===== src/rtl/counter_run_ctrl.sv =====
// counter_run_ctrl
// Run/pause/lap sequencer for one decade digit. Holds the live count, a
// clock-enable prescaler that paces count steps, and a display latch that
// can be frozen (lap) while counting carries on. All state moves on the
// single system clock; carry pulses for one cycle after a CNT_MAX->0 wrap
// so the next digit's controller can chain off it.
module counter_run_ctrl #(
  parameter int TICK_DIV = 4,
  parameter int CNT_MAX  = 9
) (
  input  logic       clk,
  input  logic       reset,
  input  logic       start_stop,
  input  logic       clear,
  input  logic       lap,
  output logic [3:0] cnt_q,
  output logic [3:0] disp,
  output logic       carry,
  output logic       running,
  output logic       held
);

  // With TICK_DIV=1 the prescaler is a single bit that never leaves zero,
  // so every counting edge is a step edge.
  localparam int            PW       = (TICK_DIV > 1) ? $clog2(TICK_DIV) : 1;
  localparam logic [PW-1:0] PRE_LAST = PW'(TICK_DIV - 1);
  localparam logic [3:0]    CNT_TOP  = 4'(CNT_MAX);

  typedef enum logic [1:0] {
    IDLE  = 2'd0,
    RUN   = 2'd1,
    PAUSE = 2'd2,
    LAP   = 2'd3
  } state_t;

  state_t        state;
  state_t        state_nxt;
  logic [PW-1:0] pre;
  logic [PW-1:0] pre_nxt;
  logic [3:0]    cnt_nxt;
  logic [3:0]    disp_nxt;
  logic          carry_nxt;
  logic          count_en;
  logic          step;

  // Next-state decode; clear outranks start_stop, which outranks lap.
  always_comb begin
    state_nxt = state;
    if (clear) begin
      state_nxt = IDLE;
    end else begin
      case (state)
        IDLE:    if (start_stop) state_nxt = RUN;
        RUN:     if (start_stop) state_nxt = PAUSE;
                 else if (lap)   state_nxt = LAP;
        LAP:     if (start_stop) state_nxt = PAUSE;
                 else if (lap)   state_nxt = RUN;
        PAUSE:   if (start_stop) state_nxt = RUN;
        default: state_nxt = IDLE;
      endcase
    end
  end

  // Datapath next values. Counting is judged on the state before the edge,
  // so the edge leaving RUN still counts and the edge leaving PAUSE does not.
  // The display only holds while we stay in LAP; on entry and exit it takes
  // the new count so it shows the value present after that edge.
  always_comb begin
    count_en  = (state == RUN) || (state == LAP);
    step      = count_en && (pre == PRE_LAST);
    pre_nxt   = pre;
    cnt_nxt   = cnt_q;
    carry_nxt = 1'b0;
    if (count_en) begin
      pre_nxt = step ? '0 : pre + 1'b1;
    end
    if (step) begin
      if (cnt_q == CNT_TOP) begin
        cnt_nxt   = 4'd0;
        carry_nxt = 1'b1;
      end else begin
        cnt_nxt = cnt_q + 4'd1;
      end
    end
    if (state == IDLE && start_stop) begin
      pre_nxt = '0;
    end
    if (clear) begin
      pre_nxt   = '0;
      cnt_nxt   = 4'd0;
      carry_nxt = 1'b0;
    end
    disp_nxt = ((state == LAP) && (state_nxt == LAP)) ? disp : cnt_nxt;
  end

  // State and datapath registers; reset clears everything with no clock.
  always_ff @(posedge clk or negedge reset) begin
    if (!reset) begin
      state   <= IDLE;
      pre     <= '0;
      cnt_q   <= 4'd0;
      disp    <= 4'd0;
      carry   <= 1'b0;
      running <= 1'b0;
      held    <= 1'b0;
    end else begin
      state   <= state_nxt;
      pre     <= pre_nxt;
      cnt_q   <= cnt_nxt;
      disp    <= disp_nxt;
      carry   <= carry_nxt;
      running <= (state_nxt == RUN) || (state_nxt == LAP);
      held    <= (state_nxt == LAP);
    end
  end

endmodule


===== config.mk =====
export PLATFORM = sky130hd
export DESIGN_NAME = counter_run_ctrl
export DESIGN_NICKNAME = d
export VERILOG_FILES = /design/src/rtl/counter_run_ctrl.sv
export SDC_FILE = /design/constraint.sdc
export NUM_CORES = 1
export LEC_CHECK = 0
export CORE_MARGIN = 2
export CORE_UTILIZATION = 47
export CTS_CLUSTER_DIAMETER = 40
export CTS_CLUSTER_SIZE = 16
export DETAILED_ROUTE_END_ITERATION = 16
export PLACE_DENSITY = 0.76
export SYNTH_ARGS = -nofsm -noshare
export SYNTH_HDL_FRONTEND = slang
export SYNTH_SLANG_ARGS = --single-unit

===== constraint.sdc =====
create_clock -name clk -period 1.93 [get_ports clk]
set_input_delay 0.386 -clock clk [delete_from_list [all_inputs] [get_ports clk]]
set_output_delay 0.386 -clock clk [all_outputs]
set_load 0.005 [all_outputs]

==> results of run 1 <==
-- worst paths after layout --
check	slack (ps)	cells past startpoint	to
worst max-delay path	130	1	running
worst min-delay path	490	1	state[1]
worst max register to register	330	4	disp[2]
worst min register to register	510	1	disp[1]
max in group asynchronous	1030	1	disp[0]
min in group clk	510	1	disp[1]
-- sequential cells by signal, indices dropped and copies added (netlist names) --
| name | cells |
|---|---|
| carry | 1 |
| cnt_q | 4 |
| disp | 4 |
| held | 1 |
| pre | 2 |
| running | 1 |
| state | 1 |
-- cells by family after synthesis --
family                     share of synthesized area
AOI/OAI and AO/OA                              0.130
xor gates and xnor gates                      0.0250
buffers and inverters                         0.0374
muxes                                         0.0695
DFF                                            0.499
adders and majority gates                     0.0178
and+or+nand+nor                                0.221
-- metal layers --
layer / vias up / GRT usage / wire length, µm
li1: 249 / - / -
met1: 236 / 0.193 / 583
met2: 9 / 0.258 / 512
met3: 2 / 0.0259 / 44
met4: 0 / 0.0938 / 17
met5: - / 0 / 0
-- through the flow --
step | util | hold slack, ps | cell area, µm²
5_1_grt | 0.656 | 543 | 886
3_5_place_dp | 0.639 | 495 | 863
4_1_cts | 0.656 | 513 | 886
6_report | 0.656 | 494 | 886
3_3_place_gp | 0.639 | 488 | 863
2_1_floorplan | - | 90.4 | 702
-- cells in the mapped netlist --
library cell  instances
a2111oi_4             1
a21bo_2               1
a21oi_1               3
a31oi_1               3
and2_2                1
and2b_1               1
and3_1                2
and3_2                1
and4_4                1
buf_6                 2
dfrtp_1              14
ha_1                  1
inv_1                 1
mux2_2                3
mux2_4                1
nand2_1               2
nand2_2               1
nand2b_1              1
nand3_1               2
nand3b_1              2
nor2_1                5
nor2b_1               3
nor3b_1               1
nor3b_4               1
o21a_1                1
o21ai_0               1
o31ai_1               1
xnor2_1               2
-- layout make-up --
class                   count  area [µm²]
flip-flops and latches     14         350
inverters                   1        3.75
clock buffers               3        22.5
repair buffers             17         165
fillers                   102         464
multi-input cells          42         325
well taps                  15        18.8
-- where the power goes --
part | switching, W | internal [W] | total (W)
registers | 0.0000102 | 0.000299 | 0.000310
logic | 0.0000249 | 0.0000276 | 0.0000525
clock network | 0.0000905 | 0.0000722 | 0.000163
==> results.md, run 1 <==
- Initial core utilization: 0.520
- RSZ-0062 raised after global routing: no
- Hold buffers post-CTS: 0
- Slowest cell on the critical path: dfrtp_1
- MaxCap Viol Count: 0
- Syn-to-layout area delta: 26.2%
- GRT Util Overall: 0.158
- Ratio of final minimum period to clock period: 0.934
- Syn Nets: 65
- Post_cts resized: 0
- Setup TNS: 0 ps
- Vias in the first global route: 518
- Port bufs: 15
- Max transition margin: 0.581
- DRT iter0 DRCs: 7
- Top-area cell type share of the netlist area: 0.499
- Post-CTS Setup Inserts: 0
- Peak supply drop: 400 µV
- Largest net degree at the start of global routing: 15
- Antenna-violating nets left: 0
- Number of I/O pins: 16
- Final setup viols: 0
- CP startpoint: running
- Power Density: 593 nW/µm²
- Detailed placement HPWL: 870 µm
- Commonest non-fill, non-tap cell in the layout: clkdlybuf4s50_1
- Leakage: around 0.4 nW
- Register area share after synthesis: 0.499
- Antenna Cells: 0
- Row cnt: 13
- Wirelength per Cell: 12.6 µm
- Crit Path Category: reg2out
- #FFs+latches synth: 14
- Top cells by area, synth: dfrtp_1, mux2_2, a2111oi_4
- TritonCTS Buffers: 3
- Minimum clock period: roughly 1800 ps
- Cells after DPL: between 80 and 90
- Synth unique cells: 28
- First-pass GRT wire length: 2170 µm
- Die Y: 42.6 µm
- Core area: 1350 µm²
- Crit-path cells: clkdlybuf4s50_1
- CTS tree: done
- Worst slack at placement: 93.3 ps
- Worst Hold Class: in2async
- Ys Warns: 0
- Worst path top cell family by delay: flip-flops
- Buffer levels on the longest clock path: 2
- Status: finished clean
- Initial antenna violation count: 0
- Full die area: between 1500 and 2000 µm²
- Nets@finish: between 80 and 90
- Final Hold Fails: 0
- Worst-margin pin slew: roughly 630 ps
- Vias: a little under 500
- Worst setup EP type: primary output
- CTS clk-pin slew, worst paths: 80 ps
- Clk_skew: 3.93 ps
- Most frequent cells in the layout: clkdlybuf4s50_1, dfrtp_1, nor2_1
- H-tree depth: 1
- Final Wtd Congestion: 0.741
- Residual DRC count: 0
- Worst Path Arrival: 1420 ps
- Avg Inst Size Synth: 11.9 µm²
- Slowest stage delay, CP: 570 ps
- Worst Setup Start Kind: flop
- Pre-antenna DRT Iters: 3
- Critical-path maximum fanout: 13
- Share of cells above drive strength 1: 0.208
- Vias per cell: 5.39
- Die Wd: ~43 µm
- Reg2Reg Launch Point: pre[0]
- Area leader, netlist: dfrtp_1
- Slew Viols, Final: 0
- Fmax: 555 MHz
- Cells after Synth: 59
- Post-Syn Area: about 700 µm²
- Final wirelength: 1160 µm
- Crit path required time: 1540 ps
- Total power: 0.000525 W
- PnR worst setup slack: between 100 and 150 ps
- GRT overflow: 0
- CTS root buf: clkbuf_4
- Worst-Skew Late Latency: 270 ps
- CTS sink count: 14
- Buffers & Inverters on Critical Path: 1
- Finished Layout Cells: just over 90
Power figures use the tool's default switching activity.
==> run 2, diff against run 1 <==
--- a/config.mk
+++ b/config.mk
@@ -5,6 +5,7 @@
 export SDC_FILE = /design/constraint.sdc
 export NUM_CORES = 1
 export LEC_CHECK = 0
+export CAP_MARGIN = 5
 export CORE_MARGIN = 2
 export CORE_UTILIZATION = 47
 export CTS_CLUSTER_DIAMETER = 40
==> results of run 2 <==
No change in the layout: final DEF, timing and power equal those of run 1.
==> run 3, diff against run 2 <==
--- a/config.mk
+++ b/config.mk
@@ -7,11 +7,11 @@
 export LEC_CHECK = 0
 export CAP_MARGIN = 5
 export CORE_MARGIN = 2
-export CORE_UTILIZATION = 47
+export CORE_UTILIZATION = 42
 export CTS_CLUSTER_DIAMETER = 40
 export CTS_CLUSTER_SIZE = 16
 export DETAILED_ROUTE_END_ITERATION = 16
-export PLACE_DENSITY = 0.76
+export PLACE_DENSITY = 0.71
 export SYNTH_ARGS = -nofsm -noshare
 export SYNTH_HDL_FRONTEND = slang
 export SYNTH_SLANG_ARGS = --single-unit
==> constraint.sdc (replaced) <==
create_clock -name clk -period 1.6 [get_ports clk]
set_input_delay 0.32 -clock clk [delete_from_list [all_inputs] [get_ports clk]]
set_output_delay 0.32 -clock clk [all_outputs]
set_load 0.005 [all_outputs]
==> run 3 against run 2 <==
Utilization shrank 2.8 points. Flip-flop and latch count is the same. Clock skew is essentially flat. Wire length grew 20%. Combinational power grew 54%. Critical path depth grew 3. Register-to-register slack lost 300 ps. Clock power grew 18%. Count of clock-buffer cells in the layout is the same. Critical endpoint is now disp[2]. Largest cell class unchanged. Highest routed layer unchanged.
==> results.md, run 3 (synthesized netlist as in run 1, its figures left out) <==
- Nets@finish: 95
- Antenna-violating nets left: 0
- Buffers & Inverters on Critical Path: 0
- Wirelength per Cell: roughly 13 µm
- MaxCap Viol Count: 0
- Final setup viols: 0
- Switching Share: 0.234
- Syn-to-layout area delta: 38.0%
- Highest routed layer: met4
- Detailed placement HPWL: 1080 µm
- Residual DRC count: 0
- DR WL met3: 50 µm
- Pre-antenna DRT Iters: 4
- Worst setup EP type: flop
- Worst-margin pin slew: 298 ps
- Commonest non-fill, non-tap cell in the layout: clkdlybuf4s50_1
- Vias: 545
- Final Wtd Congestion: about 0.82
- Buffer levels on the longest clock path: 2
- CTS sink count: 14
- Vias per cell: roughly 5.3
- Row cnt: 14
- Slowest cell on the critical path: dfrtp_1
- Initial core utilization: 0.455
- Hold buffers post-CTS: 0
- Leakage: 0.437 nW
- GRT Util Overall: 0.161
- Critical-path maximum fanout: 4
- GRT overflow: 0
- Power share of the combinational group: 0.126
- Largest net degree at the start of global routing: 15
- Hold WS: 344 ps
- CTS clk-pin slew, worst paths: 80 ps
- Worst Hold Class: in2async
- Wire length on met1: 614 µm
- Die Wd: around 45 µm
- Crit-path cells: ha_2, and4_4, mux2_4, mux2_2
- Port bufs: 15
- DRT iter0 DRCs: 11
- Worst Setup Start Kind: flop
- Minimum clock period: 1570 ps
- Slew Viols, Final: 0
- Clk pwr share: 0.298
- Worst path top cell family by delay: multiplexers
- Met2 WL: 685 µm
- Ratio of final minimum period to clock period: 0.979
- Share of cells above drive strength 1: 0.345
- Max transition margin: 0.801
- Vias in the first global route: 540
- Most frequent cells in the layout: clkdlybuf4s50_1, buf_4, dfrtp_1
- Internal: roughly 0.00049 W
- Final instance area: 968 µm²
- RSZ-0062 raised after global routing: yes
- CTS root buf: clkbuf_4
- R2R cell count: 4
- Final Hold Fails: 0
- Die Y: 44.9 µm
- Core area: 1540 µm²
- Clk_skew: 3.86 ps
- Crit path required time: about 1800 ps
- Fmax: 638 MHz
- Power Density: around 670 nW/µm²
- Crit. path cell count: 4
- First-pass GRT wire length: 2310 µm
- Largest registers: cnt_q: 4 flops, disp: 4 flops, pre: 2 flops
- Switch Pwr: 0.000151 W
- Cell area after placement: 925 µm²
- Part of the power in registers: 0.577
- Status: finished clean
- Antenna Cells: 0
- Worst-Skew Late Latency: around 280 ps
- CTS tree: done
- Worst Path Arrival: about 1700 ps
- TritonCTS Buffers: 3
- Number of I/O pins: 16
- Full die area: between 2000 and 2500 µm²
- Crit Path Category: reg2reg
- Setup TNS: 0 ps
- Peak supply drop: approximately 450 µV
- H-tree depth: 1
- Final wirelength: 1390 µm
- Slowest stage delay, CP: 390 ps
- Initial antenna violation count: 0
[run 3: cell count changes in the layout (fill, tap and decap cells not counted), sizes merged]
cell / before / now
buf: 2 / 12
[run 3: cell type report]
type                       instances  area (µm²)
tap                               16        20.0
sequential                        14         354
timing repair buffer              27         240
clock buffer                       3        22.5
multi-input combinational         42         328
fill                             136         573
inverter                           1        3.75
[run 3: what timing repair did]
item | CTS | global route
endpoints found under the setup margin | 1 | 4
setup buffers | 0 | 2
gates resized for setup | 1 | 3
[run 3: worst register-to-register path: stages (launching register included)]
cell	delay (ps)
dfrtp_1	390
ha_2	220
and4_4	260
mux2_4	320
mux2_2	260
[run 3: final timing paths]
check / start / end / slack (ps)
hold / removal: reset / held / 340
setup reg to reg: pre[0] / disp[2] / 30
min in group clk: disp[1] / disp[1] / 510
max in group asynchronous: reset / cnt_q[1] / 1070
setup / recovery: pre[0] / disp[2] / 30
hold reg to reg: disp[1] / disp[1] / 510
[run 3: routing by layer]
layer,up-vias,GRT usage
li1,266,-
met1,262,0.185
met2,13,0.287
met3,4,0.0240
met4,0,0.0882
met5,-,0
[run 3: per-stage QoR]
stage | total power (W) | utilization | worst slack, ps | cells
floorplan | 0.000417 | - | 99.5 | 59
global placement | 0.000456 | 0.600 | -30.7 | 98
detailed placement | 0.000459 | 0.600 | -101 | 98
CTS | 0.000654 | 0.615 | 11.8 | 101
global route | 0.000676 | 0.628 | -19.8 | 103
finish | 0.000644 | 0.628 | 32.8 | 103
[run 3: power by group through the flow]
stage          clock (W)  sequential, W  combinational, W
4_1_cts         0.000201       0.000371         0.0000815
6_report        0.000192       0.000372         0.0000810
2_1_floorplan          0       0.000375         0.0000420
5_1_grt         0.000212       0.000373         0.0000911
3_3_place_gp           0       0.000377         0.0000792
3_5_place_dp           0       0.000378         0.0000813
